[src/rtl/dv_test_sequencer.sv]
`timescale 1ns/1ps
// Test-phase sequencer: IDLE -> WARMUP -> STIM -> DRAIN -> PASS/FAIL, with
// transaction accounting, drain-quiet detection and a watchdog.
module dv_test_sequencer #(
    parameter int unsigned WARMUP_CYCLES = 16,
    parameter int unsigned NUM_TXN       = 256,
    parameter int unsigned DRAIN_IDLE    = 32,
    parameter int unsigned TIMEOUT       = 50000,
    parameter int unsigned CW            = 32
) (
    input  logic          clk1,
    input  logic          nreset,
    input  logic          start,
    input  logic          stim_fire,
    input  logic          resp_fire,
    input  logic          dut_busy,
    input  logic          err,
    output logic          stim_en,
    output logic          stim_done,
    output logic          test_done,
    output logic          test_fail,
    output logic [1:0]    fail_code,
    output logic [2:0]    state,
    output logic [CW-1:0] txn_count,
    output logic [CW-1:0] cycle_count
);

    typedef enum logic [2:0] {
        IDLE   = 3'd0,
        WARMUP = 3'd1,
        STIM   = 3'd2,
        DRAIN  = 3'd3,
        PASS   = 3'd4,
        FAIL   = 3'd5
    } state_t;

    localparam logic [1:0] FC_NONE     = 2'd0;
    localparam logic [1:0] FC_ERR      = 2'd1;
    localparam logic [1:0] FC_TIMEOUT  = 2'd2;
    localparam logic [1:0] FC_OVERFLOW = 2'd3;

    // A zero-length warm-up still spends one cycle in WARMUP.
    localparam int unsigned   WARMUP_LEN   = (WARMUP_CYCLES == 0) ? 1 : WARMUP_CYCLES;
    localparam logic [CW-1:0] WARMUP_LEN_C = CW'(WARMUP_LEN);
    localparam logic [CW-1:0] NUM_TXN_C    = CW'(NUM_TXN);
    localparam logic [CW-1:0] DRAIN_IDLE_C = CW'(DRAIN_IDLE);
    localparam logic [CW-1:0] TIMEOUT_C    = CW'(TIMEOUT);
    localparam logic [CW-1:0] ONE          = CW'(1);

    state_t        state_q, state_d;
    logic [CW-1:0] txn_q, txn_d;
    logic [CW-1:0] cyc_q, cyc_d;
    logic [CW-1:0] out_q, out_d;
    logic [CW-1:0] phase_q, phase_d;
    logic [CW-1:0] idle_q, idle_d;
    logic [1:0]    code_q, code_d;

    logic active;
    logic counted;
    logic overflow;
    logic timeout;
    logic quiet;

    always_ff @(posedge clk1 or negedge nreset) begin
        if (!nreset) begin
            state_q <= IDLE;
        end else begin
            state_q <= state_d;
        end
    end

    always_ff @(posedge clk1 or negedge nreset) begin
        if (!nreset) begin
            txn_q   <= '0;
            cyc_q   <= '0;
            out_q   <= '0;
            phase_q <= '0;
            idle_q  <= '0;
            code_q  <= FC_NONE;
        end else begin
            txn_q   <= txn_d;
            cyc_q   <= cyc_d;
            out_q   <= out_d;
            phase_q <= phase_d;
            idle_q  <= idle_d;
            code_q  <= code_d;
        end
    end

    always_comb begin
        state_d  = state_q;
        txn_d    = txn_q;
        cyc_d    = cyc_q;
        out_d    = out_q;
        phase_d  = phase_q;
        idle_d   = idle_q;
        code_d   = code_q;

        active   = (state_q == WARMUP) || (state_q == STIM) || (state_q == DRAIN);
        counted  = (state_q == STIM) && stim_fire;
        overflow = active && resp_fire && (out_q == '0) && !counted;
        quiet    = (out_q == '0) && !dut_busy;
        timeout  = 1'b0;

        // Counters advance in the cycle that triggers a verdict, then freeze.
        if (active) begin
            cyc_d   = cyc_q + ONE;
            timeout = (cyc_d >= TIMEOUT_C);
            if (counted) begin
                txn_d = txn_q + ONE;
            end
            if (counted && !resp_fire) begin
                out_d = out_q + ONE;
            end else if (!counted && resp_fire && (out_q != '0)) begin
                out_d = out_q - ONE;
            end
        end

        case (state_q)
            IDLE: begin
                txn_d   = '0;
                cyc_d   = '0;
                out_d   = '0;
                phase_d = '0;
                idle_d  = '0;
                code_d  = FC_NONE;
                if (start) begin
                    state_d = WARMUP;
                end
            end
            WARMUP: begin
                phase_d = phase_q + ONE;
                if (phase_d >= WARMUP_LEN_C) begin
                    state_d = STIM;
                end
            end
            STIM: begin
                if (counted && (txn_d == NUM_TXN_C)) begin
                    state_d = DRAIN;
                end
            end
            DRAIN: begin
                idle_d = quiet ? (idle_q + ONE) : '0;
                if (idle_d >= DRAIN_IDLE_C) begin
                    state_d = PASS;
                end
            end
            PASS, FAIL: begin
                state_d = state_q;
            end
            default: begin
                state_d = FAIL;
            end
        endcase

        if (active) begin
            if (err) begin
                state_d = FAIL;
                code_d  = FC_ERR;
            end else if (overflow) begin
                state_d = FAIL;
                code_d  = FC_OVERFLOW;
            end else if (timeout) begin
                state_d = FAIL;
                code_d  = FC_TIMEOUT;
            end
        end
    end

    always_comb begin
        state     = state_q;
        stim_en   = (state_q == STIM);
        stim_done = (state_q == DRAIN) || (state_q == PASS) || (state_q == FAIL);
        test_done = (state_q == PASS) || (state_q == FAIL);
        test_fail = (state_q == FAIL);
    end

    assign fail_code   = code_q;
    assign txn_count   = txn_q;
    assign cycle_count = cyc_q;

endmodule

[config.mk]
export PLATFORM = sky130hd
export DESIGN_NAME = dv_test_sequencer
export DESIGN_NICKNAME = d
export VERILOG_FILES = /design/src/rtl/dv_test_sequencer.sv
export SDC_FILE = /design/constraint.sdc
export NUM_CORES = 1
export LEC_CHECK = 0
export ABC_CLOCK_PERIOD_IN_PS = 11500
export CORE_UTILIZATION = 50
export DETAILED_ROUTE_END_ITERATION = 8
export DONT_BUFFER_PORTS = 1
export PLACE_DENSITY = 0.66
export SLEW_MARGIN = 10
export SYNTH_ARGS = -nofsm -noshare
export SYNTH_HDL_FRONTEND = slang
export SYNTH_SLANG_ARGS = --single-unit
[constraint.sdc]
create_clock -name clk1 -period 11.5 [get_ports clk1]
set_clock_uncertainty 0.05 [all_clocks]
set_input_delay 1.725 -clock clk1 [delete_from_list [all_inputs] [get_ports clk1]]
set_output_delay 1.725 -clock clk1 [all_outputs]
set_load 0.02 [all_outputs]
==> flow_summary.yaml <==
status:
  status: "completed"
layout:
  sequential_cell_area_sq_um: 4130
  fillerInstances: 2102
  drive_above_1_share: 0.0557
  num-nets-final: 1431
  areaGrowthSynthToFinish_pct: 6.09
  antenna-diode-count: 0
  area_of_all_placed_cells_without_fillers_sq_um: 12200
  multi_input_gate_area_in_the_final_layout_sq_um: 6900
detailed_routing:
  met2_wirelength_um: 13100
  per_cell_routed_wire_length_um: 17.2
  drt_wl_total_um: 29000
  first_iter_violations: 934
  drt-vias-per-instance: 6.19
  drc: 0
  routed.top_layer: "met4"
  drt_pre_antenna_iters: 5
  drtAntennaViolNets: 0
  vias_after_detailed_routing: 10433
  met3_length_um: 1610
  met1_length_um: 14000
clock_network:
  clock_sink_count: 165
  tritoncts_clock_tree: "built"
  worst_skew_pair.late_latency_ns: 0.44
  ctsRootBufferMaster: "clkbuf_16"
  cts.hold.buffers_added: 0
  post_cts.resized_instances: 0
  path_clk_slew_ns: 0.06
  ctsLongestPathBuffers: 2
  post-cts-setup-buffer-count: 0
  number_of_cts_inserted_buffers: 17
  htree_num_levels: 4
synth:
  netlist.area_leader.share: 0.360
  fraction_of_registers_with_async_set_reset: 1.00
  synth-warning-count: 0
  cell_variety_after_synth: 80
  syn_nets: 1485
  list_of_most_frequent_post_synthesis_cells: "nand2_1 (189), o21ai_0 (167), dfrtp_1 (165)"
  synth.yosys.seq_area_share: 0.360
  area_leader_netlist: "dfrtp_1"
  postSynthCellCount: 1442
  synthFlopType: "dfrtp_1"
  synth_edf_count: 0
  average_size_of_a_mapped_cell_sq_um: 7.95
  mappedNetlistArea_sq_um: 11500
  synth.ff_latch_count: 165
  synthMostInstantiatedCell: "nand2_1"
  netlist_top_cells_area: "dfrtp_1 (36%), o21ai_0 (7.3%), nand2_1 (6.2%), nor2_1 (4.2%), ha_1 (3.8%)"
timing:
  unrepaired_setup_endpoints_after_global_routing: "false"
  setup-tns-final_ns: 0
  period_share: 0.471
  tightest_slew_ns: 1.06
  period_minus_slack_ns: 5.42
  postLayoutSetupSlackWorst_ns: 6.08
  max-slew-margin-rel: 0.296
  clock.fmax_mhz: 184
  final_report_hold_violation_count: 0
  setup_viol_count_final: 0
  slew_violations: 0
hold_path:
  hold_depth: 2
  holdCritPathClass: "reg2reg"
floorplan:
  core_area_sq_um: 22600
  io_pins: 80
  core.rowCount: 55
  chipWidth_um: 153
  die_area_sq_um: 23500
  floorplan.initialDensity: 0.508
  die_h_um: 153
critical_path:
  path_class: "in2reg"
  worst_setup_path_end_kind: "flop"
  crit_fanout: 30
  cp_data_arrival_time_ns: 5.65
  critPathLaunchType: "input port"
  cp.required_ns: 11.73
  timing.reg2reg.worst_path_depth: 14
power:
  cellPowerDensity_nw_per_um2: 163
  leakagePower_uw: 0.00493
  highest_ir_drop_seen_on_vdd_mv: 0.142
global_route:
  grt.total_usage: 0.254
  grt_pass1_wl_um: 49400
  total_congestion_overflow: 0
  antenna_found_initial: 0
  grt_pass1_vias: 9755
  grt_start_max_net_pins: 166
placed_design:
  gp_congestion: 0.882
  placed_area_sq_um: 11600
  place_ws_ns: 5.62
  placement.io_buffers: 0
  hpwlAfterDp_um: 19300
flow_run:
  cap_violations: 0
## routing by layer
metal | track usage | vias up
met2 | 0.401 | 276
met4 | 0.0614 | 0
met5 | 0 | -
met3 | 0.0420 | 22
met1 | 0.363 | 4991
li1 | - | 5144
## cells by family after synthesis
logic type      count (synthesis)  share of synthesized area
compound gates                406                      0.216
xor+xnor                       74                     0.0566
fa+ha+maj                      36                     0.0400
buf+inv                       114                     0.0389
flops                         165                      0.360
mux                            12                     0.0110
simple gates                  635                      0.278
## area by class of cell
cell class	instances	share of cell area
Sequential cell	165	0.340
Multi-Input combinational cell	1163	0.568
Clock buffer	22	0.0390
Tap cell	285	0.0293
Timing Repair Buffer	11	0.00679
Inverter	30	0.00926
Clock inverter	10	0.00823
## where the power goes
| part | internal, uW | leakage [uW] | switching, uW |
|---|---|---|---|
| registers | 647 | 0.00224 | 86.7 |
| clock network | 316 | 0.000269 | 251 |
| logic | 297 | 0.00243 | 389 |
| total | 1260 | 0.00493 | 726 |
## sequential cells by signal, indices dropped and copies added (netlist names)
name         count
cycle_count     32
idle_q          32
out_q           32
phase_q         32
fail_code        2
state            3
txn_count       32
## through the flow
step	util	cells	hold WS [ns]	total power [uW]
6_report	0.539	1686	0.467	1990
5_1_grt	0.539	1686	0.498	2120
4_1_cts	0.539	1686	0.475	1990
3_5_place_dp	0.513	1654	0.457	1420
3_3_place_gp	0.513	1654	0.449	1410
2_1_floorplan	-	1442	0.417	1280
## critical path: stages
cell and delay [ns]:
nand4bb_1 0.31, nor2_1 0.40, inv_1 0.56, ha_1 0.57, nor2b_1 0.26, o2111ai_1 0.17
a21oi_1 0.21, o21bai_1 0.12, a211oi_1 0.33, o221ai_1 0.22, a31o_2 0.25, a21oi_1 0.18
mux2i_1 0.20, o311ai_0 0.13
## worst paths after layout
| check | startpoint | to | slack, ns |
|---|---|---|---|
| max in group asynchronous | nreset | txn_count[17] | 10.19 |
| min reg2reg | out_q[12] | out_q[12] | 0.47 |
| max reg2reg | state[1] | out_q[30] | 6.54 |
| min in group asynchronous | nreset | txn_count[18] | 0.93 |
| max | stim_fire | out_q[30] | 6.08 |
| min | out_q[12] | out_q[12] | 0.47 |
## cells in the final DEF, fill, tap and decap left out, drive strengths merged, types with 5 or more instances in the layout
cell type  netlist  routed
or2             11      11
o2111ai          5       5
o41ai            6       6
a31oi           29      29
a211oi           8       8
nor4            32      32
dfrtp          165     165
a22o             5       5
o21bai           7       7
or3             14      14
inv             30      30
o31ai           46      46
nor3            44      44
and2            16      16
o22ai           15      15
clkinv           0       5
nand2b          16      16
clkbuf          72      22
buf             12      11
o21ai          167     167
and4             9       9
nor2           128     128
xnor2           45      45
xor2            29      29
nand4           42      42
mux2i            7       7
ha              35      35
mux2             5       5
and3            28      28
a21o            15      15
nand2          189     189
nand3           72      72
o21a             8       8
nor2b           11      11
a21oi           67      67
Power figures use the tool's default switching activity.
